File: src/rtl/rr_packet_mux_pkg.sv
// Shared types and default sizes for the round-robin packet multiplexer.
//
// Contents:
//   DEF_NUM_REQ, DEF_DATA_WIDTH, DEF_WDT_CYCLES : default parameter values
//   rr_pmux_state_e                             : packet FSM state
package rr_packet_mux_pkg;

    localparam int unsigned DEF_NUM_REQ    = 4;
    localparam int unsigned DEF_DATA_WIDTH = 64;
    localparam int unsigned DEF_WDT_CYCLES = 256;

    typedef enum logic {
        IDLE,
        LOCKED
    } rr_pmux_state_e;

endpackage

File: src/rtl/round_robin_arbiter.sv
// Round-robin arbiter with a rotating priority pointer.
//
// The pointer only moves on an actual grant: after source k wins, the search
// for the next grant starts at k+1 (wrapping to 0).
//
// Ports:
//   clk_i    : clock
//   arst_ni  : asynchronous reset, active low (pointer returns to 0)
//   req_i    : per-source request
//   allow_i  : enables granting; when low no grant and no rotation
//   gnt_o    : one-hot grant, or zero
module round_robin_arbiter
    import rr_packet_mux_pkg::*;
#(
    parameter int unsigned NUM_REQ = DEF_NUM_REQ
) (
    input  logic               clk_i,
    input  logic               arst_ni,
    input  logic [NUM_REQ-1:0] req_i,
    input  logic               allow_i,
    output logic [NUM_REQ-1:0] gnt_o
);

    localparam int unsigned IDX_W = $clog2(NUM_REQ);

    logic [IDX_W-1:0] ptr_q, ptr_d;
    logic [IDX_W-1:0] idx;
    logic             found;

    // Search from the pointer upwards; the first requester seen wins.
    always_comb begin
        gnt_o = '0;
        ptr_d = ptr_q;
        idx   = '0;
        found = 1'b0;
        for (int unsigned k = 0; k < NUM_REQ; k++) begin
            idx = IDX_W'((32'(ptr_q) + k) % NUM_REQ);
            if (allow_i && !found && req_i[idx]) begin
                found      = 1'b1;
                gnt_o[idx] = 1'b1;
                ptr_d      = (idx == IDX_W'(NUM_REQ - 1)) ? '0 : idx + 1'b1;
            end
        end
    end

    always_ff @(posedge clk_i or negedge arst_ni) begin
        if (!arst_ni) begin
            ptr_q <= '0;
        end else begin
            ptr_q <= ptr_d;
        end
    end

endmodule

File: src/rtl/rr_packet_mux.sv
// N-to-1 valid/ready packet multiplexer with round-robin packet-start
// arbitration and a single registered output slot.
//
// A source wins the embedded arbiter on its first beat and then owns the
// output until its last beat has transferred; other sources are held off.
//
// Optional feature (macro RR_PACKET_MUX_WDT_EN): a stall watchdog that aborts
// a lock after WDT_CYCLES cycles without an owner beat and pulses wdt_err_o.
//
// Ports:
//   clk_i, arst_ni : clock, asynchronous active-low reset
//   in_valid_i     : per-source beat valid
//   in_data_i      : per-source payload
//   in_last_i      : per-source last-beat flag
//   in_ready_o     : per-source ready, one-hot or zero
//   out_valid_o    : output beat valid (registered)
//   out_data_o     : output payload (registered)
//   out_last_o     : output last-beat flag (registered)
//   out_src_o      : source index of the current output beat (registered)
//   out_ready_i    : downstream ready
//   wdt_err_o      : watchdog abort pulse (only with RR_PACKET_MUX_WDT_EN)
module rr_packet_mux
    import rr_packet_mux_pkg::*;
#(
    parameter int unsigned NUM_REQ    = DEF_NUM_REQ,
    parameter int unsigned DATA_WIDTH = DEF_DATA_WIDTH,
    parameter int unsigned WDT_CYCLES = DEF_WDT_CYCLES
) (
    input  logic                                clk_i,
    input  logic                                arst_ni,
    input  logic [NUM_REQ-1:0]                  in_valid_i,
    input  logic [NUM_REQ-1:0][DATA_WIDTH-1:0]  in_data_i,
    input  logic [NUM_REQ-1:0]                  in_last_i,
    output logic [NUM_REQ-1:0]                  in_ready_o,
    output logic                                out_valid_o,
    output logic [DATA_WIDTH-1:0]               out_data_o,
    output logic                                out_last_o,
    output logic [$clog2(NUM_REQ)-1:0]          out_src_o,
    input  logic                                out_ready_i
`ifdef RR_PACKET_MUX_WDT_EN
    ,
    output logic                                wdt_err_o
`endif
);

    localparam int unsigned IDX_W = $clog2(NUM_REQ);

    if (NUM_REQ < 2 || WDT_CYCLES == 0) begin : g_bad_params
        $error("rr_packet_mux: NUM_REQ must be >= 2 and WDT_CYCLES >= 1");
    end

    rr_pmux_state_e state_q, state_d;
    logic [IDX_W-1:0] owner_q, owner_d;

    logic                  out_valid_q;
    logic [DATA_WIDTH-1:0] out_data_q;
    logic                  out_last_q;
    logic [IDX_W-1:0]      out_src_q;

    logic               slot_free;
    logic               arb_allow;
    logic [NUM_REQ-1:0] gnt;
    logic [IDX_W-1:0]   gnt_idx;
    logic [NUM_REQ-1:0] in_ready;
    logic [IDX_W-1:0]   sel_idx;
    logic               xfer;
    logic               timeout;

    assign slot_free = ~out_valid_q | out_ready_i;
    // Arbitration only happens at packet starts, so the pointer rotates once
    // per packet and is frozen while a source holds the lock.
    assign arb_allow = (state_q == IDLE) & slot_free;

    round_robin_arbiter #(
        .NUM_REQ (NUM_REQ)
    ) u_arb (
        .clk_i   (clk_i),
        .arst_ni (arst_ni),
        .req_i   (in_valid_i),
        .allow_i (arb_allow),
        .gnt_o   (gnt)
    );

    // One-hot to index encoder for the grant vector.
    always_comb begin
        gnt_idx = '0;
        for (int unsigned i = 0; i < NUM_REQ; i++) begin
            if (gnt[i]) begin
                gnt_idx = gnt_idx | IDX_W'(i);
            end
        end
    end

    always_comb begin
        in_ready = '0;
        if (state_q == IDLE) begin
            in_ready = gnt;
        end else if (slot_free) begin
            in_ready[owner_q] = 1'b1;
        end
    end

    assign sel_idx = (state_q == IDLE) ? gnt_idx : owner_q;
    assign xfer    = |(in_valid_i & in_ready);

`ifdef RR_PACKET_MUX_WDT_EN
    localparam int unsigned CNT_W = $clog2(WDT_CYCLES + 1);

    logic [CNT_W-1:0] wdt_cnt_q, wdt_cnt_d;
    logic             wdt_err_q;

    // Counts silent owner cycles; the WDT_CYCLES-th one aborts the lock.
    always_comb begin
        wdt_cnt_d = '0;
        timeout   = 1'b0;
        if (state_q == LOCKED && !in_valid_i[owner_q]) begin
            if (wdt_cnt_q == CNT_W'(WDT_CYCLES - 1)) begin
                timeout = 1'b1;
            end else begin
                wdt_cnt_d = wdt_cnt_q + 1'b1;
            end
        end
    end

    always_ff @(posedge clk_i or negedge arst_ni) begin
        if (!arst_ni) begin
            wdt_cnt_q <= '0;
            wdt_err_q <= 1'b0;
        end else begin
            wdt_cnt_q <= wdt_cnt_d;
            wdt_err_q <= timeout;
        end
    end

    assign wdt_err_o = wdt_err_q;
`else
    assign timeout = 1'b0;
`endif

    always_comb begin
        state_d = state_q;
        owner_d = owner_q;
        case (state_q)
            IDLE: begin
                if (xfer) begin
                    owner_d = gnt_idx;
                    // Single-beat packets leave the FSM free to arbitrate again.
                    if (!in_last_i[gnt_idx]) begin
                        state_d = LOCKED;
                    end
                end
            end
            LOCKED: begin
                if (xfer && in_last_i[owner_q]) begin
                    state_d = IDLE;
                end else if (timeout) begin
                    state_d = IDLE;
                end
            end
            default: state_d = IDLE;
        endcase
    end

    always_ff @(posedge clk_i or negedge arst_ni) begin
        if (!arst_ni) begin
            state_q <= IDLE;
            owner_q <= '0;
        end else begin
            state_q <= state_d;
            owner_q <= owner_d;
        end
    end

    always_ff @(posedge clk_i or negedge arst_ni) begin
        if (!arst_ni) begin
            out_valid_q <= 1'b0;
            out_data_q  <= '0;
            out_last_q  <= 1'b0;
            out_src_q   <= '0;
        end else if (xfer) begin
            out_valid_q <= 1'b1;
            out_data_q  <= in_data_i[sel_idx];
            out_last_q  <= in_last_i[sel_idx];
            out_src_q   <= sel_idx;
        end else if (out_ready_i) begin
            out_valid_q <= 1'b0;
        end
    end

    assign in_ready_o  = in_ready;
    assign out_valid_o = out_valid_q;
    assign out_data_o  = out_data_q;
    assign out_last_o  = out_last_q;
    assign out_src_o   = out_src_q;

endmodule

File: config.mk
export PLATFORM = sky130hd
export DESIGN_NAME = rr_packet_mux
export DESIGN_NICKNAME = d
export VERILOG_FILES = /design/src/rtl/rr_packet_mux_pkg.sv /design/src/rtl/round_robin_arbiter.sv /design/src/rtl/rr_packet_mux.sv
export SDC_FILE = /design/constraint.sdc
export NUM_CORES = 1
export LEC_CHECK = 0
export BUFFER_PORTS_ARGS = -buffer_cell sky130_fd_sc_hd__buf_2
export CAP_MARGIN = 15
export CORE_AREA = 5 5 128 130
export CTS_CLUSTER_SIZE = 20
export DETAILED_ROUTE_END_ITERATION = 7
export DIE_AREA = 0 0 133 135
export PLACE_DENSITY = 0.71
export SLEW_MARGIN = 10
export SYNTH_ARGS = -nofsm -noshare
export SYNTH_HDL_FRONTEND = slang
export SYNTH_HIERARCHICAL = 1
export SYNTH_SLANG_ARGS = --single-unit
export TNS_END_PERCENT = 10
File: constraint.sdc
create_clock -name clk_i -period 5.3 [get_ports clk_i]
set_clock_uncertainty 0.15 [all_clocks]
set_input_delay 1.06 -clock clk_i [delete_from_list [all_inputs] [get_ports clk_i]]
set_output_delay 1.06 -clock clk_i [all_outputs]
set_load 0.05 [all_outputs]
Yosys cells after proc, flatten, opt, wreduce, memory -nomap -nowiden

Index checks and enable logic that the tools add are counted.

Bits in registers: 73
Input port bits: 267
Logic and storage cells: 111

Add/subtract/negate cells: 7
$lt $le $gt $ge: 12
Eq/ne operators: 4
Multiplexer cells: 53
Bitwise logic cells: 8
Reduce and logical (&&, ||, !) cells: 20

Operator list:

| operator            | number |
|---|---|
| $bmux 64 s2         | 1 |
| $mux 64             | 1 |
| $mux 4              | 6 |
| $mux 2              | 11 |
| $lt 2x3->1 const B  | 7 |
| $mux 1              | 21 |
| $bmux 1 s2          | 7 |
| $logic_and 1x1->1   | 13 |
| $or 4x4->4          | 3 |
| $add 2x1->2 const B | 5 |
| $demux 1 s2         | 5 |
| $ge 2x1->1 const B  | 5 |
| $eq 2x2->1 const B  | 4 |
| $add 2x2->2 const B | 2 |
| $and 4x4->4         | 1 |
| $reduce_bool 4->1   | 1 |
| $reduce_or 4->1     | 1 |
| $logic_not 1->1     | 3 |
| $not 1->1           | 2 |
| $pmux 1 s2          | 1 |
| $reduce_and 2->1    | 1 |
| $reduce_bool 2->1   | 1 |
| $and 1x1->1         | 1 |
| $or 1x1->1          | 1 |

Logic depth before layout (Yosys ltp)

Gate-level depths: netlist of the first run.

Word-level depth: 25
Gate-level depth with buffers: 16
Gate-level depth less buffers: 11

Modules after synthesis

The synthesis of the first run kept the hierarchy.

Modules (own cells, without submodules):

| module              | instances | cells each | area an instance (um^2) | sequential area each (um^2) |
|---|---|---|---|---|
| rr_packet_mux       | 1         | 592        | 5343.9                  | 1776.7 |
| round_robin_arbiter | 1         | 57         | 580.6                   | 50.0 |

Least setup slack after synthesis of the first run

No wires, ideal clock.

Path type: input -> output
Start point: input port out_ready_i
End point: output port in_ready_o[1]
Data arrival time: 3.453 ns
Data required time: 4.090 ns
Path slack: 0.637 ns
Stages: 9
Path through: nand2b_1 -> nor2b_1 -> nor2b_1 -> a22oi_4 -> nor4b_4 -> a222oi_1 -> inv_1 -> inv_1 -> o22ai_1

Longest elaborated chain between the ends: 17
Elaborated cells between the ends (all ways): 24
Those cells by class: 9 x mux; 5 x bitwise; 10 x reduce/logical

Ends and longest elaborated chain:

| what                            | RTL line                  | text |
|---|---|---|
| start: declaration              | rr_packet_mux.sv:39       | `input logic out_ready_i` |
| $or 1x1->1 *                    | rr_packet_mux.sv:69       | `assign slot_free = ~out_valid_q \| out_ready_i;` |
| $and 1x1->1 *                   | rr_packet_mux.sv:72       | `assign arb_allow = (state_q == IDLE) & slot_free;` |
| named net arb_allow             | rr_packet_mux.sv:61       | `logic arb_allow;` |
| $logic_and 1x1->1               | round_robin_arbiter.sv:38 | `if (allow_i && !found && req_i[idx]) begin` |
| $mux 1                          | round_robin_arbiter.sv:38 |  |
| $logic_not 1->1                 | round_robin_arbiter.sv:38 |  |
| $logic_and 1x1->1 (2 in series) | round_robin_arbiter.sv:38 |  |
| $mux 1                          | round_robin_arbiter.sv:38 |  |
| $logic_not 1->1                 | round_robin_arbiter.sv:38 |  |
| $logic_and 1x1->1 (2 in series) | round_robin_arbiter.sv:38 |  |
| $mux 1                          | round_robin_arbiter.sv:38 |  |
| $logic_not 1->1                 | round_robin_arbiter.sv:38 |  |
| $logic_and 1x1->1 (2 in series) | round_robin_arbiter.sv:38 |  |
| $mux 4 *                        | round_robin_arbiter.sv:38 |  |
| named net gnt[1]                | rr_packet_mux.sv:62       | `logic [NUM_REQ-1:0] gnt;` |
| $mux 4 *                        | rr_packet_mux.sv:96       | `if (state_q == IDLE) begin` |
| end: declaration                | rr_packet_mux.sv:34       | `output logic [NUM_REQ-1:0] in_ready_o,` |

The timed path passes the listed nets; every way through them passes the cells marked *.

Final worst setup path of the first run

Start point: input port out_ready_i
End point: output port in_ready_o[3]

The elaborated chain is that of the path after synthesis.

==> results.cfg, run 1 <==
[status]
status = complete, no violations

[final_layout]
fin_nets = 1190
antennaDiodeCount = 0
finalInstanceArea_sq_um = 7920
utilization_pct = 52.7
syn_to_final_growth_pct = 33.7
final_common_cell = buf_2
layout_common_cells = 337 x buf_2, 134 x o21ai_0, 73 x dfrtp_1, 67 x nand3_1
drive_gt1_share_pct = 47.2

[yosys]
synth_compound_area_share_pct = 34.2
synth_seq_cells = 73
syn-num-nets = 920
synth.cell_area_sq_um = 5920
synth_warnings = 6
synthAdderAreaFrac_pct = 0.845
async_reset_ff_share_pct = 100
synth_cell_types = 46
synth_edf_count = 0
synth-seq-area-share_pct = 30.8
synth-main-ff-cell = dfrtp_1
syn_inst = 649
synthXorXnorAreaFrac_pct = 0.148
synth-simple-area-share_pct = 9.06
synth_top_family_by_area = compound AO/OA/AOI/OAI gates
synthMuxAreaShare_pct = 17.4
syn_avg_cell_area_sq_um = 9.13

[timing]
finalSetupViolCount = 0
max_slew_margin_pct = 31.7
timing.fmax_mhz = 206
rsz0062_at_grt = false
hold_viol_final = 0
slew_viol_final = 0
finalCritPeriodShare_pct = 91.7
fin_tns_setup_ns = 0
fin_crit_ns = 4.86
worst_pin_slew_ns = 1.02

[detailed_routing]
num_vias = 6795
routed_wl_um = 22800
wire_per_inst_um = 20.5
wl_met1_um = 9140
dr.max_layer_used = met5
drtAntennaViolNets = 0
drt_first_pass_iters = 5
wl_met2_um = 11000
drt_first_iter_violations = 590
met3_length_um = 2090
vias_per_cell = 6.11
detail_route.drc_violations = 0

[clock_tree]
post_cts_buffers = 0
cts_max_level = 3
cts_tree = done
numCtsBuffers = 9
cts_resized = 0
cts_num_sinks = 73
clk_pin_slew_ns = 0.05
cts_buffer_depth = 2
cts_hold_buffers = 0
root_buffer = clkbuf_16
clk_latency_ns = 0.34

[floorplanning]
dieArea_sq_um = 18000
die_x_um = 133
dieHeight_um = 135
rows = 45
start_util_pct = 39.4
io_pins = 339
coreArea_sq_um = 15000

[hold_path]
hold_path_class = reg2reg
min_path_cells = 1

[worst_setup_path]
crit_fanout = 8
cp.required_ns = 4.09
r2r_cells = 13
end_kind = output port
startpoint_type = primary input
path_class = in2out
arrival_ns = 3.65

[grt]
grt_max_degree = 80
grt_pass1_wl_um = 34800
grt_antenna_before_repair = 1
grtUsageTotal_pct = 24.0
grt_overflow = 0
grt_pass1_vias = 6668

[placed_design]
io_buffers = 338
place_congestion = 0.891
place_area_sq_um = 7660
place.detailed.hpwl_um = 16000

[job]
max_cap_viol_count = 0
## worst max-delay path: stages
cell      delay (ns)
buf_2           0.07
nand2b_1        0.18
nor2b_1         0.46
nor2b_1         0.33
a22oi_4         0.15
nor4b_4         0.40
nand2_1         0.13
nand3_1         0.23
inv_1           0.15
o22ai_1         0.19
buf_2           0.30
## routing by layer
| metal | vias to the layer above | GRT usage, % |
|---|---|---|
| li1 | 3159 | - |
| met1 | 3226 | 29.6 |
| met2 | 362 | 40.3 |
| met3 | 46 | 6.04 |
| met4 | 2 | 9.18 |
| met5 | - | 0 |
## path summary, 6_finish.rpt
kind                           startpoint        endpoint  slack, ns
min reg2reg                out_data_o[63]  out_data_o[63]       0.33
min                        out_data_o[63]  out_data_o[63]       0.33
max                           out_ready_i   in_ready_o[3]       0.44
max in group asynchronous         arst_ni  out_data_o[24]       3.65
max reg2reg                u_arb/ptr_q[0]  out_data_o[61]       0.76
min in group asynchronous         arst_ni  out_data_o[50]       0.72
## state kept, by name, indices dropped and copies added, names as in the netlist
signal	flops
out_data_o	64
out_last_o	1
out_src_o	2
out_valid_o	1
owner_q	2
state_q	1
u_arb/ptr_q	2
## synthesized netlist by cell type, types with 2 or more instances
cell	n	area [sq um]
a222oi_1	3	30.0
mux2_1	13	146
and2_1	3	18.8
inv_1	11	41.3
nor2b_1	4	25.0
nand3_1	67	335
a31oi_1	2	12.5
a32oi_1	65	569
dfrtp_1	73	1830
mux2_2	37	417
ha_1	4	50.1
nor2_1	3	11.3
o21ai_0	134	671
mux2_4	18	270
clkbuf_1	68	255
buf_2	11	55.1
a32o_1	2	20.0
a311oi_1	65	569
buf_6	6	67.6
a21oi_1	2	10.0
nand2b_1	4	25.0
o22ai_1	4	25.0
a22o_1	4	35.0
nand2_1	9	33.8
a22oi_1	2	15.0
mux2i_1	6	60.1
nor3_1	2	10.0
mux4_2	5	113
buf_1	5	18.8
## area by class of cell
type | instances | area, sq um
clock buffer | 12 | 236
timing repair buffer | 350 | 1860
inverter | 11 | 41.3
fill | 1450 | 7110
tap | 188 | 235
sequential | 73 | 1830
clock inverter | 4 | 20.0
multi-input combinational | 474 | 3700
## kinds of logic (layout without fill, tap and decap cells)
family	count (synthesis)	after routing
AOI/OAI and AO/OA	290	290
buffers and inverters	102	377
and+or+nand+nor	99	99
muxes	80	80
DFF	73	73
adders and majority gates	4	4
xor gates and xnor gates	1	1
## through the flow
stage | cells | worst slack (ns) | hold WS, ns
after global placement | 1096 | 0.606 | 0.311
after floorplan | 649 | 0.637 | 0.453
after detailed placement | 1096 | 0.513 | 0.319
final | 1112 | 0.438 | 0.331
after CTS | 1112 | 0.507 | 0.331
after global routing | 1112 | 0.219 | 0.341
Power of run 1 is not shown: default switching activity piles up to over one toggle a cycle in this logic, so the estimate is an artifact.
==> inputs of run 2 (changes only) <==
--- a/config.mk
+++ b/config.mk
@@ -8,10 +8,10 @@
 export BUFFER_PORTS_ARGS = -buffer_cell sky130_fd_sc_hd__buf_2
 export CAP_MARGIN = 15
 export CORE_AREA = 5 5 128 130
-export CTS_CLUSTER_SIZE = 20
+export CTS_CLUSTER_SIZE = 24
 export DETAILED_ROUTE_END_ITERATION = 7
 export DIE_AREA = 0 0 133 135
-export PLACE_DENSITY = 0.71
+export PLACE_DENSITY_LB_ADDON = 0.05
 export SLEW_MARGIN = 10
 export SYNTH_ARGS = -nofsm -noshare
 export SYNTH_HDL_FRONTEND = slang
==> results.cfg, run 2 (synthesis gave the netlist of run 1 again) <==
[status]
status = complete, no violations

[clock_tree]
root_buffer = clkbuf_16
post_cts_buffers = 0
cts_hold_buffers = 0
numCtsBuffers = 9
cts_max_level = 3
clk_pin_slew_ns = 0.06
cts_resized = 0
cts_buffer_depth = 2
cts_num_sinks = 73
clk_latency_ns = 0.33
cts_tree = done

[detailed_routing]
wire_per_inst_um = 20.9
wl_met1_um = 9120
num_vias = 6938
routed_wl_um = 23300
vias_per_cell = 6.22
drt_first_iter_violations = 478
dr.max_layer_used = met5
met3_length_um = 1880
drt_first_pass_iters = 5
drtAntennaViolNets = 0
detail_route.drc_violations = 0
wl_met2_um = 11500

[final_layout]
syn_to_final_growth_pct = 35.2
drive_gt1_share_pct = 47.4
finalInstanceArea_sq_um = 8010
fin_nets = 1191
utilization_pct = 53.3
largest_reg_flops = 64
layout_common_cells = 337 x buf_2, 134 x o21ai_0, 73 x dfrtp_1, 67 x nand3_1
multi_input_area_sq_um = 3700
register_area_sq_um = 1830
fillCellCount = 1437
final_common_cell = buf_2

[worst_setup_path]
crit_fanout = 8
path_class = in2out
startpoint_type = primary input
cp.required_ns = 4.09
end_kind = output port
arrival_ns = 3.62

[grt]
grt_antenna_before_repair = 4
grt_pass1_vias = 6879
grt_overflow = 0
grt_max_degree = 132
grt_pass1_wl_um = 35500
grtUsageTotal_pct = 24.2

[placed_design]
place_congestion = 0.892
place_area_sq_um = 7650
preCtsSetupSlack_ns = 0.491
place.detailed.hpwl_um = 16300
io_buffers = 338

[floorplanning]
die_x_um = 133
dieArea_sq_um = 18000
rows = 45
io_pins = 339
dieHeight_um = 135
start_util_pct = 39.4
coreArea_sq_um = 15000

[timing]
finalSetupViolCount = 0
finalCritPeriodShare_pct = 91.0
slew_viol_final = 0
max_slew_margin_pct = 37.1
fin_crit_ns = 4.83
fin_tns_setup_ns = 0
worst_pin_slew_ns = 0.943
timing.fmax_mhz = 207
rsz0062_at_grt = false
hold_viol_final = 0
layout_setup_ws_ns = 0.475

[hold_path]
hold_path_class = reg2reg

[job]
max_cap_viol_count = 0
-- run 2: cell types whose count changed in the layout (fill, tap and decap cells not counted) --
cell	delta
bufinv_16	+3
diode_2	+2
buf_4	+1
clkbuf_1	-1
clkinv_4	+1
clkinv_2	-3
-- run 2: stage by stage --
step                      hold WS [ns]  std cells
after floorplan                  0.453        649
after global placement           0.316       1096
after detailed placement         0.324       1096
after CTS                        0.339       1112
after global routing             0.357       1115
final                            0.334       1115
-- run 2: cell type report --
cell class                 count  share of cell area [%]
antenna                        2                  0.0625
clock buffer                  11                    2.90
clock inverter                 5                    1.30
inverter                      11                   0.515
multi-input combinational    474                    46.2
sequential                    73                    22.8
tap                          188                    2.94
timing repair buffer         351                    23.3
-- run 2: layer usage --
metal | up-vias | global-route usage [%]
met1 | 3326 | 28.8
met3 | 64 | 5.70
met5 | - | 0
li1 | 3170 | -
met4 | 4 | 10.4
met2 | 374 | 41.8
-- run 2: final timing paths --
| path | endpoint | slack [ns] | cells after the start | start |
|---|---|---|---|---|
| setup / recovery | in_ready_o[3] | 0.47 | 11 | out_ready_i |
| min in group asynchronous | out_data_o[39] | 0.70 | 1 | arst_ni |
| max in group asynchronous | owner_q[1] | 3.65 | 1 | arst_ni |
| setup reg to reg | out_data_o[26] | 0.67 | 12 | u_arb/ptr_q[0] |
| hold / removal | out_data_o[46] | 0.33 | 1 | out_data_o[46] |
| hold reg to reg | out_data_o[46] | 0.33 | 1 | out_data_o[46] |
-- run 2: critical path, cell delays in order --
cell and delay (ns):
buf_2 0.07, nand2b_1 0.19, nor2b_1 0.48, nor2b_1 0.32, a22oi_4 0.14, nor4b_4 0.38, nand2_1 0.14, nand3_1 0.21
inv_1 0.14, o22ai_1 0.18, buf_2 0.30
Power of run 2 is left out for the same reason.
